File: src/rtl/fetch_ctrl_if.sv
// Fetch controller bundle: instruction-memory port pair, fetch/redirect
// control and the two-slot decode handoff.
interface fetch_ctrl_if;
    logic [31:0] imem_addr0;
    logic [31:0] imem_addr1;
    logic [31:0] imem_inst0;
    logic [31:0] imem_inst1;
    logic        fetch_en;
    logic        redirect_valid;
    logic [31:0] redirect_pc;
    logic        dec_valid0;
    logic        dec_valid1;
    logic [31:0] dec_inst0;
    logic [31:0] dec_inst1;
    logic [31:0] dec_pc0;
    logic [31:0] dec_pc1;
    logic [1:0]  dec_take;

    // The fetch controller side.
    modport master (
        output imem_addr0, imem_addr1,
        input  imem_inst0, imem_inst1,
        input  fetch_en, redirect_valid, redirect_pc,
        output dec_valid0, dec_valid1, dec_inst0, dec_inst1, dec_pc0, dec_pc1,
        input  dec_take
    );

    // Memory, branch unit and issue stage as seen from outside the controller.
    modport slave (
        input  imem_addr0, imem_addr1,
        output imem_inst0, imem_inst1,
        output fetch_en, redirect_valid, redirect_pc,
        input  dec_valid0, dec_valid1, dec_inst0, dec_inst1, dec_pc0, dec_pc1,
        output dec_take
    );
endinterface

File: src/rtl/fetch_ctrl.sv
// Dual-issue fetch controller: fetches a word pair per cycle into a 4-entry
// circular buffer and hands up to two instructions per cycle to issue.
module fetch_ctrl #(
    parameter logic [31:0] RESET_PC = 32'h0000_0000,
    parameter logic [31:0] NOP_INST = 32'h0000_0013
) (
    input  logic         clk,
    input  logic         rst,
    fetch_ctrl_if.master bus
);
    logic [31:0] fetch_pc_q, fetch_pc_d;
    logic [1:0]  head_q, head_d;
    logic [1:0]  tail_q, tail_d;
    logic [2:0]  count_q, count_d;
    logic [31:0] buf_pc_q   [4];
    logic [31:0] buf_inst_q [4];

    logic [1:0]  take_req;
    logic [2:0]  take_eff;
    logic [2:0]  count_left;
    logic        do_fetch;
    logic [1:0]  head_p1;
    logic [1:0]  tail_p1;
    logic [3:0]  wr0_sel;
    logic [3:0]  wr1_sel;
    logic        unused_rpc_bits;

    // A take of 3 is treated as 2, and nothing beyond what is buffered is consumed.
    always_comb begin
        take_req = 2'd0;
        if (bus.dec_take == 2'd1)
            take_req = 2'd1;
        else if (bus.dec_take[1])
            take_req = 2'd2;
        take_eff   = ({1'b0, take_req} > count_q) ? count_q : {1'b0, take_req};
        count_left = count_q - take_eff;
        do_fetch   = bus.fetch_en & ~bus.redirect_valid & (count_left <= 3'd2);
    end

    assign head_p1 = head_q + 2'd1;
    assign tail_p1 = tail_q + 2'd1;
    assign unused_rpc_bits = ^bus.redirect_pc[1:0];

    always_comb begin
        fetch_pc_d = fetch_pc_q;
        head_d     = head_q;
        tail_d     = tail_q;
        count_d    = count_q;
        if (bus.redirect_valid) begin
            fetch_pc_d = {bus.redirect_pc[31:2], 2'b00};
            head_d     = 2'd0;
            tail_d     = 2'd0;
            count_d    = 3'd0;
        end else begin
            head_d  = head_q + take_eff[1:0];
            count_d = count_left + (do_fetch ? 3'd2 : 3'd0);
            if (do_fetch) begin
                tail_d     = tail_q + 2'd2;
                fetch_pc_d = fetch_pc_q + 32'd8;
            end
        end
    end

    always_ff @(posedge clk) begin
        if (rst) begin
            fetch_pc_q <= RESET_PC;
            head_q     <= 2'd0;
            tail_q     <= 2'd0;
            count_q    <= 3'd0;
        end else begin
            fetch_pc_q <= fetch_pc_d;
            head_q     <= head_d;
            tail_q     <= tail_d;
            count_q    <= count_d;
        end
    end

    // Per-entry write selects: the first word of a pair lands at tail, the second at tail+1.
    generate
        for (genvar gi = 0; gi < 4; gi++) begin : g_wr_sel
            assign wr0_sel[gi] = do_fetch & (tail_q  == 2'(gi));
            assign wr1_sel[gi] = do_fetch & (tail_p1 == 2'(gi));
        end
    endgenerate

    // Payload storage needs no reset; count alone decides what is valid.
    always_ff @(posedge clk) begin
        for (int i = 0; i < 4; i++) begin
            if (wr0_sel[i]) begin
                buf_pc_q[i]   <= fetch_pc_q;
                buf_inst_q[i] <= bus.imem_inst0;
            end else if (wr1_sel[i]) begin
                buf_pc_q[i]   <= fetch_pc_q + 32'd4;
                buf_inst_q[i] <= bus.imem_inst1;
            end
        end
    end

    assign bus.imem_addr0 = fetch_pc_q;
    assign bus.imem_addr1 = fetch_pc_q + 32'd4;

    always_comb begin
        bus.dec_valid0 = (count_q != 3'd0);
        bus.dec_valid1 = (count_q >= 3'd2);
        bus.dec_inst0  = NOP_INST;
        bus.dec_pc0    = 32'd0;
        bus.dec_inst1  = NOP_INST;
        bus.dec_pc1    = 32'd0;
        if (bus.dec_valid0) begin
            bus.dec_inst0 = buf_inst_q[head_q];
            bus.dec_pc0   = buf_pc_q[head_q];
        end
        if (bus.dec_valid1) begin
            bus.dec_inst1 = buf_inst_q[head_p1];
            bus.dec_pc1   = buf_pc_q[head_p1];
        end
    end
endmodule
File: src/flat_wrapper.sv
// flat-port wrapper written by rule: the top's interface ports become plain ports
module fetch_ctrl_flat 
#(
    parameter logic [31:0] RESET_PC = 32'h0000_0000,
    parameter logic [31:0] NOP_INST = 32'h0000_0013
)
  (clk, rst, bus_imem_addr0, bus_imem_addr1, bus_imem_inst0, bus_imem_inst1, bus_fetch_en, bus_redirect_valid, bus_redirect_pc, bus_dec_valid0, bus_dec_valid1, bus_dec_inst0, bus_dec_inst1, bus_dec_pc0, bus_dec_pc1, bus_dec_take);
  fetch_ctrl_if bus_i ();
  input  logic clk;
  input  logic rst;
  output wire logic [$bits(bus_i.imem_addr0)-1:0] bus_imem_addr0;
  output wire logic [$bits(bus_i.imem_addr1)-1:0] bus_imem_addr1;
  input wire logic [$bits(bus_i.imem_inst0)-1:0] bus_imem_inst0;
  input wire logic [$bits(bus_i.imem_inst1)-1:0] bus_imem_inst1;
  input wire logic [$bits(bus_i.fetch_en)-1:0] bus_fetch_en;
  input wire logic [$bits(bus_i.redirect_valid)-1:0] bus_redirect_valid;
  input wire logic [$bits(bus_i.redirect_pc)-1:0] bus_redirect_pc;
  output wire logic [$bits(bus_i.dec_valid0)-1:0] bus_dec_valid0;
  output wire logic [$bits(bus_i.dec_valid1)-1:0] bus_dec_valid1;
  output wire logic [$bits(bus_i.dec_inst0)-1:0] bus_dec_inst0;
  output wire logic [$bits(bus_i.dec_inst1)-1:0] bus_dec_inst1;
  output wire logic [$bits(bus_i.dec_pc0)-1:0] bus_dec_pc0;
  output wire logic [$bits(bus_i.dec_pc1)-1:0] bus_dec_pc1;
  input wire logic [$bits(bus_i.dec_take)-1:0] bus_dec_take;
  assign bus_imem_addr0 = bus_i.imem_addr0;
  assign bus_imem_addr1 = bus_i.imem_addr1;
  assign bus_i.imem_inst0 = bus_imem_inst0;
  assign bus_i.imem_inst1 = bus_imem_inst1;
  assign bus_i.fetch_en = bus_fetch_en;
  assign bus_i.redirect_valid = bus_redirect_valid;
  assign bus_i.redirect_pc = bus_redirect_pc;
  assign bus_dec_valid0 = bus_i.dec_valid0;
  assign bus_dec_valid1 = bus_i.dec_valid1;
  assign bus_dec_inst0 = bus_i.dec_inst0;
  assign bus_dec_inst1 = bus_i.dec_inst1;
  assign bus_dec_pc0 = bus_i.dec_pc0;
  assign bus_dec_pc1 = bus_i.dec_pc1;
  assign bus_i.dec_take = bus_dec_take;
  fetch_ctrl #(.RESET_PC(RESET_PC), .NOP_INST(NOP_INST)) u_core (.clk(clk), .rst(rst), .bus(bus_i));
endmodule
File: config.mk
export PLATFORM = sky130hd
export DESIGN_NAME = fetch_ctrl_flat
export DESIGN_NICKNAME = d
export VERILOG_FILES = /design/src/rtl/fetch_ctrl_if.sv /design/src/rtl/fetch_ctrl.sv /design/src/flat_wrapper.sv
export SDC_FILE = /design/constraint.sdc
export NUM_CORES = 1
export LEC_CHECK = 0
export CORE_MARGIN = 8
export CORE_UTILIZATION = 50
export CTS_CLUSTER_DIAMETER = 100
export DETAILED_ROUTE_END_ITERATION = 6
export GPL_TIMING_DRIVEN = 0
export HOLD_SLACK_MARGIN = 0.1
export MAX_ROUTING_LAYER = met4
export PLACE_DENSITY = 0.79
export SETUP_SLACK_MARGIN = 0.5
export SLEW_MARGIN = 10
export SYNTH_ARGS = -nofsm -noshare
export SYNTH_HDL_FRONTEND = slang
export SYNTH_SLANG_ARGS = --single-unit
export TNS_END_PERCENT = 10
File: constraint.sdc
create_clock -name clk -period 26.8 [get_ports clk]
set_input_delay 5.36 -clock clk [delete_from_list [all_inputs] [get_ports clk]]
set_output_delay 5.36 -clock clk [all_outputs]
set_load 0.03 [all_outputs]
* Word-level counts from Yosys, hierarchy flattened
Memories as Yosys holds them, arrays and structs flattened. A register that Yosys moved wholly into a read port is not among the register bits.
Cells that the tools add are included.
W data, S select, Z words.
** Cells by class
- $add $sub $neg :: 8
- $mul :: 0
- Divide/modulo/power cells :: 0
- Order comparisons :: 3
- Eq/ne operators :: 7
- Shift operators :: 0
- Multiplexer cells :: 52
- Bitwise operators :: 19
- Reductions and logical operators :: 9
** Operators by type and width (count)
- $mux W32 :: 18
- $reduce_or A32 Y1 :: 4
- $add A32 B3 Y32 const B :: 1
- $add A32 B4 Y32 const B :: 1
- $mux W1 :: 24
- $mux W2 :: 9
- $and A1 B1 Y1 :: 10
- $eq A2 B2 Y1 const B :: 4
- $or A1 B1 Y1 :: 8
- $eq A2 B1 Y1 const B :: 3
- $add A2 B1 Y2 const B :: 2
- $logic_not A2 Y1 :: 2
- $add A3 B3 Y3 :: 1
- $ge A3 B2 Y1 const B :: 1
- $gt A2 B3 Y1 :: 1
- $le A3 B2 Y1 const B :: 1
- $mux W3 :: 1
- $reduce_bool A3 Y1 :: 1
- $sub A3 B3 Y3 :: 1
- $add A2 B2 Y2 :: 1
- $add A2 B2 Y2 const B :: 1
- $reduce_bool A2 Y1 :: 1
- $reduce_or A2 Y1 :: 1
- $not A1 Y1 :: 1
** Storage, ports and cells
- Register bits :: 39
- Bits in latches :: 0
- Bits in writable memories :: 256
- Bits in read-only memories :: 0
- Bits of input ports :: 102
- Output and inout port bits :: 194
- Logic and storage cells :: 105
- Memories :: 2
** Memories
- u_core.buf_inst_q :: words 4, width 32, rd ports 2, clocked after Yosys merged registers in 1, write ports 2, line fetch_ctrl.sv:16 : logic [31:0] buf_inst_q [4];
- u_core.buf_pc_q :: words 4, width 32, rd ports 2, clocked after Yosys merged registers in 1, write ports 2, line fetch_ctrl.sv:15 : logic [31:0] buf_pc_q [4];

* Longest topological paths before layout
Gate-level depths: netlist of the first run.
- Depth after elaboration :: 14
- Depth in mapped cells :: 14
- Gate-level depth less buffers :: 13

* Worst setup path before layout of the first run
OpenSTA, ideal clock, no wires.
- Path kind :: input to register
- From :: input port bus_dec_take[1]
- To :: memory u_core.buf_inst_q[0][0] (enable)
- Library setup time :: 0.609 ns
- Arrival :: 13.021 ns
- Required time :: 26.191 ns
- Path slack :: 13.170 ns
- Cell stages on the path :: 10
- Path buffers :: 2
- Cell sequence :: ha_1 > nor2b_1 > o21ai_0 > mux2_2 > fa_1 > nor2_1 > or4b_4 > buf_6 > clkbuf_1 > nor2_1
** RTL lines
- start: declaration :: line flat_wrapper.sv:24 : input wire logic [$bits(bus_i.dec_take)-1:0] bus_dec_take;
- end: declaration :: line fetch_ctrl.sv:16

==> key figures, run 1 <==
Hold path
  – Hold Path Depth: 0
  – Worst min-delay path class: reg -> reg

Floorplanning
  – Placeable Area: around 0.028 mm2
  – FP Rows: 61
  – Die width: 183 um
  – Starting Density: 50.6%
  – Area of the die: roughly 0.034 mm2
  – Die height: between 150 and 200 um
  – IO Count: 296

Pwr
  – Clock power share: 24.5%
  – Net Sw Power: between 0.5 and 0.6 mW
  – Power Density: roughly 89 mW/mm2
  – Leakage: roughly 6.1 nW
  – Switching share of power: 34.8%
  – Gate power share: roughly two fifths
  – Cell Int Power: about 1.1 mW
  – Sequential Power Share: 34.4%
  – Peak supply drop: approximately 46 uV

Layout
  – Final Util: approximately two thirds
  – Layout Nets: approximately 1300
  – Share of cells above drive strength 1: approximately a fifth
  – Area Overhead vs Synth: 32.2%
  – Antenna cells: 0

CTS
  – Root Driver: clkbuf_16
  – Htree depth: 1
  – Total CTS buffers: 29
  – Clock sinks: between 200 and 300
  – PostCTS Resize Cnt: 0
  – Clk_lat worst skew: roughly 0.53 ns
  – Post-CTS Setup Inserts: 0
  – Clk buf depth: 3
  – Clock slew at reported path FFs: roughly 0.060 ns
  – CTS tree: yes
  – CTS hold repair buffers: 0

Worst setup path
  – Crit-path max FO: 28
  – CP cell instances: clkdlybuf4s50_1 -> ha_1 -> nor2b_1 -> o21ai_0 -> mux2_2 -> fa_1 -> nor2_1 -> or4b_4 -> buf_6 -> clkbuf_1 -> nor2_4 -> buf_16 -> buf_12
  – Worst Setup Path Type: in -> reg
  – Worst path slowest cell: or4b_4
  – Worst Path Arrival: around 9.7 ns
  – CP max stage delay: ~0.56 ns
  – Worst Reg-to-Reg Cells: 13
  – Worst EP required: 27.03 ns
  – CP endpoint kind: flop
  – Crit start category: input port
  – Reg-to-reg slack, setup: around 22 ns

Routing
  – Drt total wl: about 39000 um
  – DR vias: roughly 9500
  – Post-DRT Antenna Nets: 0
  – Avg Vias per Cell: 5.85
  – DR WL/cell: about 24 um
  – First-pass iteration count of the detailed router: 5
  – Initial DRC Count: between 600 and 700
  – Residual DRC count: 0

STA
  – Setup TNS: 0 ns
  – Fin Clk Skew: 0.00739 ns
  – Worst slew margin: between 20% and 30%
  – Final number of setup-violating endpoints: 0
  – RSZ-0062 raised after global routing: false
  – Final Hold Viols: 0
  – Minimum clock period after layout: 9.44 ns
  – Slew of the pin with the lowest slew margin: roughly 1.2 ns
  – Final Cycle Share: a little over a third
  – Slew Viols, Final: 0
  – Max frequency: between 0.1 and 0.15 GHz

Logic synthesis
  – Synth top area cells: edfxtp_1 (53%), mux4_2 (20%), dfxtp_1 (5.2%), and2_1 (3.1%), nor2b_1 (2.7%)
  – Sequential element share of the synthesized area: between 50% and 60%
  – Top-count cell post-synth: edfxtp_1
  – Yosys top cell area share: a little over half
  – Asr flop ratio synth: 0%
  – Area leader, netlist: edfxtp_1
  – Ys flop type: edfxtp_1
  – Synth unique cells: 56
  – #FFs+latches synth: 284
  – Yosys Warn Count: 0
  – Post-Syn Area per Cell: about 16 um2
  – Synthesized cell area: 0.0140 mm2
  – Post-synth EDFFs: 248
  – Commonest cells in the netlist: edfxtp_1 (248), mux4_2 (124), and2_1 (70)
  – Synth Instances: 901

Global routing
  – Total Routing Usage GR: a little under a quarter
  – Initial antenna violation count: 0
  – Largest net degree at the start of global routing: 61
  – First-pass GRT wire length: approximately 58000 um
  – Number of global-route vias before repair: 9859
  – GRT overflow: 0

Placement
  – DPL Wire Length: roughly 29000 um
  – GP Congestion: between 0.8 and 0.9
  – I/O Buffers: between 200 and 300

Status
  – Status: finished, final reports clean

Flow run
  – # Max-Cap Violations: 0
-- final timing paths --
| path | to | from |
|---|---|---|
| hold reg to reg | u_core.buf_pc_q[0][6] | u_core.bus.imem_addr0[6] |
| hold / removal | u_core.buf_pc_q[0][6] | u_core.bus.imem_addr0[6] |
| setup reg to reg | u_core.buf_inst_q[1][21] | u_core.count_q[1] |
| setup / recovery | u_core.buf_inst_q[1][21] | bus_dec_take[1] |
-- kinds of logic after synthesis --
kind of cell / count (synthesis) / share of synthesized area, %
multiplexers: 129 / 20.4
AND/OR/NAND/NOR: 277 / 11.7
AO/OA/AOI/OAI: 78 / 3.47
adder cells (fa/ha/maj): 8 / 0.770
flip-flops: 284 / 58.5
buffers and inverters: 88 / 2.90
XOR/XNOR: 36 / 2.26
other: 1 / 0.0268
-- placed cells by master (no fill, tap or decap), types with 6 or more instances in the layout --
| cell type | Yosys | routed |
|---|---|---|
| clkdlybuf4s50_1 | 0 | 285 |
| edfxtp_1 | 248 | 248 |
| mux4_2 | 124 | 124 |
| and2_1 | 70 | 69 |
| nor2b_1 | 60 | 60 |
| clkbuf_1 | 37 | 49 |
| nor2_1 | 45 | 44 |
| nand2_1 | 36 | 36 |
| dfxtp_1 | 36 | 36 |
| clkbuf_16 | 0 | 30 |
| a21oi_1 | 25 | 25 |
| buf_2 | 22 | 22 |
| xor2_1 | 19 | 19 |
| xnor2_1 | 17 | 17 |
| nand3_1 | 14 | 14 |
| inv_1 | 12 | 12 |
| a31oi_1 | 10 | 10 |
| o21ai_0 | 9 | 9 |
| nand4_1 | 9 | 9 |
| or2_2 | 8 | 8 |
| o21ai_1 | 8 | 8 |
| buf_4 | 8 | 8 |
| conb_1 | 1 | 8 |
| ha_1 | 7 | 7 |
| clkbuf_8 | 0 | 7 |
| nor3_1 | 6 | 6 |
-- power groups by stage --
stage	sequential, mW	clock, mW	combinational, mW
after global placement	0.583	0	0.663
final	0.564	0.402	0.674
after floorplan	0.577	0	0.400
after global routing	0.568	0.425	0.711
after CTS	0.564	0.408	0.683
after detailed placement	0.572	0	0.682
-- worst max-delay path, delay by kind of cell --
| kind | cells | cell delay [ns] |
|---|---|---|
| buf+inv | 5 | 1.39 |
| simple gates | 4 | 1.32 |
| fa+ha+maj | 2 | 0.87 |
| mux | 1 | 0.42 |
| compound gates | 1 | 0.29 |
-- registers in the layout (all words and copies together) (netlist names) --
| signal | count |
|---|---|
| u_core.tail_q | 1 |
| u_core.buf_pc_q | 120 |
| u_core.head_q | 2 |
| u_core.bus.imem_addr0 | 30 |
| u_core.count_q | 3 |
| u_core.buf_inst_q | 128 |
-- metal layers --
layer / global-route usage (%) / wire (um) / vias up
li1: - / - / 4173
met1: 28.3 / 15500 / 4844
met2: 38.3 / 19300 / 448
met3: 3.88 / 2790 / 80
met4: 7.45 / 1160 / 0
met5: - / 0 / -
-- cell type report --
type | instances | area (um2)
clock inverter | 4 | 70.1
tap | 378 | 473
sequential | 284 | 8170
timing repair buffer | 292 | 3020
clock buffer | 49 | 892
buffer | 75 | 357
inverter | 13 | 48.8
fill | 1907 | 9160
multi-input combinational | 536 | 5430
-- through the flow --
stage                     cell area (um2)  power (mW)  hold WS, ns  std cells  setup slack [ns]
after floorplan                     14000       0.977        0.498        908             13.17
final                               18500        1.64        0.497       1631             17.36
after global routing                18500        1.70        0.523       1631             17.19
after detailed placement            17500        1.25        0.479       1578             16.86
after CTS                           18500        1.66        0.498       1631             17.39
after global placement              17300        1.25        0.468       1571              9.50
Power figures use the tool's default switching activity.
==> run 2, diff against run 1 <==
CORE_UTILIZATION = 47   (was 50)
PLACE_DENSITY = 0.78   (was 0.79)
clock period = 8.43 ns   (was 26.8 ns; I/O delays follow)
==> run 2 against run 1 <==
Clock power increased to 3.2 times the previous value; worst setup slack got worse by 15 ns; non-clock buffer count decreased by 1; critical path type unchanged; largest cell class unchanged; sequential power increased to 3.2 times the previous value; clock-buffer cell count decreased by 8; register-to-register slack got worse by 19 ns; sequential cell count unchanged; sequential share of layout area about the same.
==> key figures, run 2 (synthesized netlist as in run 1, its figures left out) <==
Status
  – Status: finished, final reports clean

STA
  – Final Cycle Share: between 70 and 80%
  – RSZ-0062 raised after global routing: false
  – Final number of setup-violating endpoints: 0 (unchanged)
  – Slew of the pin with the lowest slew margin: 1.04 ns (-0.121 ns)
  – Max frequency: between 0.15 and 0.2 GHz
  – Minimum clock period after layout: around 6.1 ns
  – Slew Viols, Final: 0 (unchanged)
  – Final Hold Viols: 0 (unchanged)
  – Fin Clk Skew: 0.0185 ns (+0.0111 ns)
  – Worst Hold Margin: 0.495 ns (-0.00240 ns)
  – Worst slew margin: 30.6% (+8.1 points)

Layout
  – Layout Nets: 1339 (-0.15%)
  – Largest reg by FF count: u_core.buf_inst_q
  – Antenna cells: 0 (unchanged)
  – Commonest non-fill, non-tap cell in the layout: clkdlybuf4s50_1
  – Final Cell Area: 0.0185 mm2 (about the same)
  – Most frequent cells in the layout: clkdlybuf4s50_1 (285), edfxtp_1 (248), mux4_2 (124)
  – Number of flip-flops in the largest register: 128 (unchanged)
  – Area Overhead vs Synth: 32.1% (about the same)
  – Share of cells above drive strength 1: 18.9% (+0.19 points)

CTS
  – Clk buf depth: 3 (unchanged)
  – Total CTS buffers: 28 (-3.4%)
  – Root Driver: clkbuf_16
  – Clock slew at reported path FFs: 0.06 ns (about the same)
  – CTS hold repair buffers: 0 (unchanged)
  – Clock sinks: 284 (unchanged)
  – Clk_lat worst skew: 0.55 ns (+0.02 ns)
  – PostCTS Resize Cnt: 0 (unchanged)
  – Post-CTS Setup Inserts: 0 (unchanged)
  – CTS tree: yes
  – Htree depth: 1 (unchanged)

Floorplanning
  – Starting Density: 47.4% (-3.2 points)
  – FP Rows: 63 (+3.3%)
  – Area of the die: 0.0355 mm2 (+5.8%)
  – Die width: 188 um (+2.9%)
  – Placeable Area: 0.0295 mm2 (+6.7%)
  – IO Count: 296 (unchanged)
  – Die height: 188 um (+2.9%)

Worst setup path
  – Worst Setup Path Type: in -> reg
  – Crit start category: input port
  – Worst Path Arrival: 6.35 ns (-3.32 ns)
  – Worst Path Buf+Inv: 6 (+1)
  – Kind of cell adding the most delay to the critical path: buffers and inverters
  – CP max stage delay: 0.61 ns (+0.05 ns)
  – CP dominant cell by count: buf_12
  – Worst path slowest cell: nor2_4
  – Worst EP required: 8.67 ns (-18.36 ns)
  – CP cell instances: clkdlybuf4s50_1 -> ha_1 -> nor2b_1 -> o21ai_0 -> mux2_2 -> fa_1 -> nor2_1 -> or4b_4 -> buf_6 -> clkbuf_1 -> nor2_4 -> buf_12 -> buf_12 -> buf_12
  – CP endpoint kind: flop
  – Crit-path max FO: 29 (+3.6%)

Global routing
  – Largest net degree at the start of global routing: 61 (unchanged)
  – GRT overflow: 0 (unchanged)
  – Initial antenna violation count: 0 (unchanged)
  – First-pass GRT wire length: 58400 um (+1.0%)
  – Busiest grt layer: met2
  – Total Routing Usage GR: 21.5% (-1.4 points)
  – M3 GR Usage: 2.53% (-1.3 points)
  – Number of global-route vias before repair: 9873 (+0.14%)
  – GRT met2 Usage: 33.8% (-4.6 points)
  – Met1 GRT Util: 28.6% (+0.34 points)

Placement
  – I/O Buffers: 285 (unchanged)
  – GP Congestion: 0.925 (+3.0%)
  – DPL Wire Length: 28500 um (-0.36%)
  – Area after DPL: 0.0175 mm2 (-0.11%)

Routing
  – First-pass iteration count of the detailed router: 5 (unchanged)
  – Post-DRT Antenna Nets: 0 (unchanged)
  – Initial DRC Count: 801 (+17%)
  – DR WL/cell: 23.4 um (-1.5%)
  – Residual DRC count: 0 (unchanged)
  – Drt total wl: 38400 um (-0.93%)
  – DR vias: 9530 (-0.16%)
  – Avg Vias per Cell: 5.81 (-0.77%)

Pwr
  – Power Density: 283 mW/mm2 (+220%)
  – Total power: 5.22 mW (+220%)
  – Peak supply drop: 193 uV (+320%)
  – Leakage: 6.05 nW (about the same)

Hold path
  – Worst min-delay path class: reg -> reg

Flow run
  – # Max-Cap Violations: 0 (unchanged)
-- run 2: cell count changes in the layout (fill, tap and decap cells not counted), sizes merged --
cell    delta
buf        -1
bufinv     +2
clkbuf     -8
clkinv     +5
-- run 2: where the power goes --
group          leakage, nW  internal (mW)  total, mW  switching, mW
Clock                0.480          0.788       1.30          0.514
Combinational         2.99          0.908       2.12           1.22
Sequential            2.57           1.71       1.79         0.0859
-- run 2: worst reg2reg max path: cells and delay by family (launching register included) --
family / cells / cell delay, ns
simple gates: 4 / 1.38
buf+inv: 6 / 1.36
fa+ha+maj: 2 / 0.83
mux: 1 / 0.42
flops: 1 / 0.36
compound gates: 1 / 0.27
-- run 2: layout make-up --
cell class                 count  area [um2]
multi-input combinational    536        5430
clock inverter                11         159
buffer                        75         357
sequential                   284        8170
inverter                      13        48.8
tap                          390         488
clock buffer                  41         811
fill                        2190       11000
timing repair buffer         291        2990
-- run 2: through the flow --
step / setup slack [ns] / utilization (%) / cells / setup TNS [ns]
final: 2.32 / 62.6 / 1641 / 0
after global routing: 2.13 / 62.6 / 1641 / 0
after CTS: 2.34 / 62.6 / 1641 / 0
after detailed placement: 1.80 / 59.3 / 1589 / 0
after global placement: -1.97 / 58.8 / 1583 / -407.82
after floorplan: 0.568 / - / 908 / 0
-- run 2: routing by layer --
metal,vias up,share of wire [%]
met5,-,0
met4,0,3.9
met3,84,7.1
met2,515,47
met1,4772,42
li1,4159,-
-- run 2: final timing paths --
path                        startpoint                       end  slack, ns  depth (start not counted)
min          u_core.bus.imem_addr0[23]    u_core.buf_pc_q[0][23]       0.49                          0
max                    bus_dec_take[1]  u_core.buf_inst_q[0][21]       2.32                         14
min reg2reg  u_core.bus.imem_addr0[23]    u_core.buf_pc_q[0][23]       0.49                          0
max reg2reg          u_core.count_q[1]  u_core.buf_inst_q[0][21]       3.52                         14
==> RTL edit 1, RTL diff (flow settings as in run 2) <==
Make the reset (`rst`) asynchronous in one clocked block.
--- a/src/rtl/fetch_ctrl.sv
+++ b/src/rtl/fetch_ctrl.sv
@@ -61,7 +61,7 @@
         end
     end
 
-    always_ff @(posedge clk) begin
+    always_ff @(posedge clk or posedge rst) begin
         if (rst) begin
             fetch_pc_q <= RESET_PC;
             head_q     <= 2'd0;
Check against the original RTL: not equivalent (Yosys sat finds a counterexample within 4 cycles, from zero or initial values and one cycle with rst high; the reset may be asserted at any time).
==> RTL edit 1 against run 2 <==
Non-clock buffer count grew 156. Count of clock-buffer cells in the layout is 7 higher. Power is 42% higher. Sequential cell count did not move. Die area up 14%. Area after synthesis grew 16%. Worst setup slack better by 0.19 ns. Routed wire length increased by 35%. Final area is 12% higher.
==> RTL edit 1: results (changes against run 2) <==
Cells and area
  • Clock buffers: 48 (was 41)
  • Layout filler cell count: 2758 (was 2190)
  • Layout net count: 1790 (was 1339)
  • Sequential cell area share: 40.2% (was 44.3%)
  • Antenna Cells: 2 (was 0)
  • Buffers excl. clock: 522 (was 366)
  • Non-Clock Inverter Count: 17 (was 13)
  • Multi-input gate area: 6770 sq um (was 5430 sq um)
  • Clock-cell share of area: 4.78% (was 5.25%)
  • Util after Layout: 60.6% (was 62.6%)
  • Layout cell share with drive strength beyond 1: 15.5% (was 18.9%)

Routing
  • Avg WL per Cell: 24.1 um (was 23.4 um)
  • Met3 routed WL: 4660 um (was 2730 um)
  • Met2 WL: 25800 um (was 18200 um)
  • Metal-1 WL: 20700 um (was 16000 um)

STA
  • Tmin final: 5.92 ns (was 6.11 ns)
  • Hold_ws: 0.620 ns (was 0.495 ns)

GRT
  • Initial antenna violation count: 2 (was 0)
  • Met2 usage: 43.2% (was 33.8%)
  • First-pass GRT wire length: 78100 um (was 58400 um)
  • Vias in the first global route: 12646 (was 9873)

Logic synthesis
  • Post-synth cell types: 53 (was 56)
  • Avg Inst Size Synth: 12.0 sq um (was 15.5 sq um)

Setup path
  • Critical R2R Launch: u_core.count_q[1] (unchanged)
  • Slowest CP cell: clkdlybuf4s50_1 (was nor2_4)
  • Max FO, Critical Path: 48 (was 29)
  • Flop2flop setup slack: 3.75 ns (was 3.52 ns)

Min path
  • Min-delay src: u_core.tail_q[1] (was u_core.bus.imem_addr0[23])

Status
  • Status: completed (unchanged)

Floorplan
  • Row count: 68 (was 63)

Placement
  • Placer Congestion: 0.948 (was 0.925)
==> RTL edit 1: changes by cell type after synthesis, moves of 10 or more <==
cell | run 2 | this run
a21oi_1 | 25 | 5
buf_2 | 22 | 38
clkbuf_1 | 37 | 173
dfrtp_1 | 0 | 36
dfxtp_1 | 36 | 0
nand2_1 | 36 | 274
nand3_1 | 14 | 28
o21ai_0 | 9 | 20
xnor2_1 | 17 | 61
xor2_1 | 19 | 29
==> RTL edit 1: worst paths after layout <==
path / end / cells after the start
max: u_core.buf_pc_q[1][22] / 17
min: u_core.tail_q[1] / 2
max reg2reg: u_core.buf_pc_q[1][22] / 16
min reg2reg: u_core.tail_q[1] / 2
max in group asynchronous: u_core.count_q[0] / 3
min in group asynchronous: u_core.bus.imem_addr0[27] / 2
==> RTL edit 1: power breakdown <==
part	leakage, nW	total [mW]	switching, mW	internal [mW]
sequential	2.70	1.94	0.116	1.83
combinational	4.08	4.12	2.36	1.76
clock	0.482	1.33	0.551	0.777
==> RTL edit 2, RTL diff (settings of run 2) <==
Without the edit above. `NOP_INST` is set to 32'h0000_0013 in 2 places; all go to 32'h00000009.
--- a/src/rtl/fetch_ctrl.sv
+++ b/src/rtl/fetch_ctrl.sv
@@ -2,7 +2,7 @@
 // circular buffer and hands up to two instructions per cycle to issue.
 module fetch_ctrl #(
     parameter logic [31:0] RESET_PC = 32'h0000_0000,
-    parameter logic [31:0] NOP_INST = 32'h0000_0013
+    parameter logic [31:0] NOP_INST = 32'h00000009
 ) (
     input  logic         clk,
     input  logic         rst,
--- a/src/flat_wrapper.sv
+++ b/src/flat_wrapper.sv
@@ -2,7 +2,7 @@
 module fetch_ctrl_flat 
 #(
     parameter logic [31:0] RESET_PC = 32'h0000_0000,
-    parameter logic [31:0] NOP_INST = 32'h0000_0013
+    parameter logic [31:0] NOP_INST = 32'h00000009
 )
   (clk, rst, bus_imem_addr0, bus_imem_addr1, bus_imem_inst0, bus_imem_inst1, bus_fetch_en, bus_redirect_valid, bus_redirect_pc, bus_dec_valid0, bus_dec_valid1, bus_dec_inst0, bus_dec_inst1, bus_dec_pc0, bus_dec_pc1, bus_dec_take);
   fetch_ctrl_if bus_i ();
Behaviour: not the same (Yosys sat finds a counterexample within 4 cycles, from zero or initial values and one cycle with rst high).
==> RTL edit 2 against run 2 <==
Final area down 0.53%. Area after synthesis down 0.69%. Largest cell class unchanged. Maximum frequency up 4.4%. Worst setup slack better by 0.26 ns. Critical endpoint is now u_core.buf_inst_q[0][2]. Critical path type unchanged. Count of clock-buffer cells in the layout down 5. Highest routed layer unchanged. Sequential cell count unchanged. Synthesized cell count down 1.2%. Routed wire length up 1.7%. Die area down 0.63%. Power down 0.15%.
==> RTL edit 2: results (changes against run 2) <==
Setup path
  • End of the worst register-to-register path: u_core.buf_inst_q[0][2] (was u_core.buf_inst_q[0][21])
  • Crit-path max cell delay: 0.59 ns (was 0.61 ns)
  • WP data arrival: 6.08 ns (was 6.35 ns)
  • Flop2flop setup slack: 3.77 ns (was 3.52 ns)
  • Max FO, Critical Path: 27 (was 29)
  • Critical path endpoint: u_core.buf_inst_q[0][2] (was u_core.buf_inst_q[0][21])

Pwr
  • Clock share of power: 24.4% (was 24.9%)
  • Sw Pwr: 1.84 mW (was 1.82 mW)

Logic synthesis
  • Post-synth cell types: 55 (was 56)
  • Share of synthesized area spent on multiplexers: 20.7% (was 20.4%)
  • Top area cells in the synthesized netlist: edfxtp_1 54%, mux4_2 20%, dfxtp_1 5.2% (was edfxtp_1 53%, mux4_2 20%, dfxtp_1 5.2%)
  • Synth Area in XOR/XNOR: 2.15% (was 2.26%)
  • Adder-Cell Fraction of Synth Area: 0.776% (was 0.770%)
  • Post-synthesis sequential area ratio: 58.9% (was 58.5%)
  • Post-synth top cells: 248 x edfxtp_1, 124 x mux4_2, 66 x and2_1 (was 248 x edfxtp_1, 124 x mux4_2, 70 x and2_1)
  • Compound-gate portion of the synthesized area: 3.15% (was 3.47%)
  • Cells after synthesis: 890 (was 901)

Clocking
  • Number of CTS-inserted buffers: 29 (was 28)

GRT
  • First-pass GRT wire length: 59800 um (was 58400 um)
  • Gr usage total: 22.4% (was 21.5%)
  • Vias in the first global route: 9972 (was 9873)

Placement
  • Detail Placement HPWL: 29100 um (was 28500 um)
  • IO Port Bufs: 283 (was 285)
  • Placer Congestion: 0.942 (was 0.925)
  • Pre-CTS setup slack: 2.01 ns (was 1.80 ns)
  • Placed cell count: 1577 (was 1589)

Routing
  • Vias per cell: 5.79 (was 5.81)
  • Initial DRC count: 775 (was 801)

Cells and area
  • Layout filler cell count: 2184 (was 2190)
  • Layout net count: 1328 (was 1339)
  • Layout cell share with drive strength beyond 1: 18.2% (was 18.9%)

STA
  • Slew margin rel.: 37.5% (was 30.6%)

Status
  • Status: completed (unchanged)
[RTL edit 2: through the flow]
step                      hold WS [ns]  instance area [sq um]  utilization (%)
after floorplan                  0.517                  13900                -
after global placement           0.479                  17200             58.7
after detailed placement         0.488                  17400             59.3
after CTS                        0.497                  18400             62.6
after global routing             0.499                  18400             62.6
final                            0.495                  18400             62.6
[RTL edit 2: per-layer routing]
layer	vias to the layer above	track usage, %	part of all wire [%]
met5	-	-	0
met4	0	5.18	2.1
met2	465	37.2	50
met1	4795	28.3	41
met3	51	4.23	7.2
li1	4133	-	-
[RTL edit 2: final cells by class]
| cell class | instances | area (sq um) | share of cell area, % |
|---|---|---|---|
| Tap cell | 390 | 488 | 2.66 |
| Buffer | 70 | 330 | 1.80 |
| Sequential cell | 284 | 8170 | 44.5 |
| Timing Repair Buffer | 290 | 3000 | 16.3 |
| Inverter | 11 | 46.3 | 0.252 |
| Clock inverter | 17 | 183 | 0.995 |
| Clock buffer | 36 | 772 | 4.21 |
| Multi-Input combinational cell | 532 | 5370 | 29.3 |
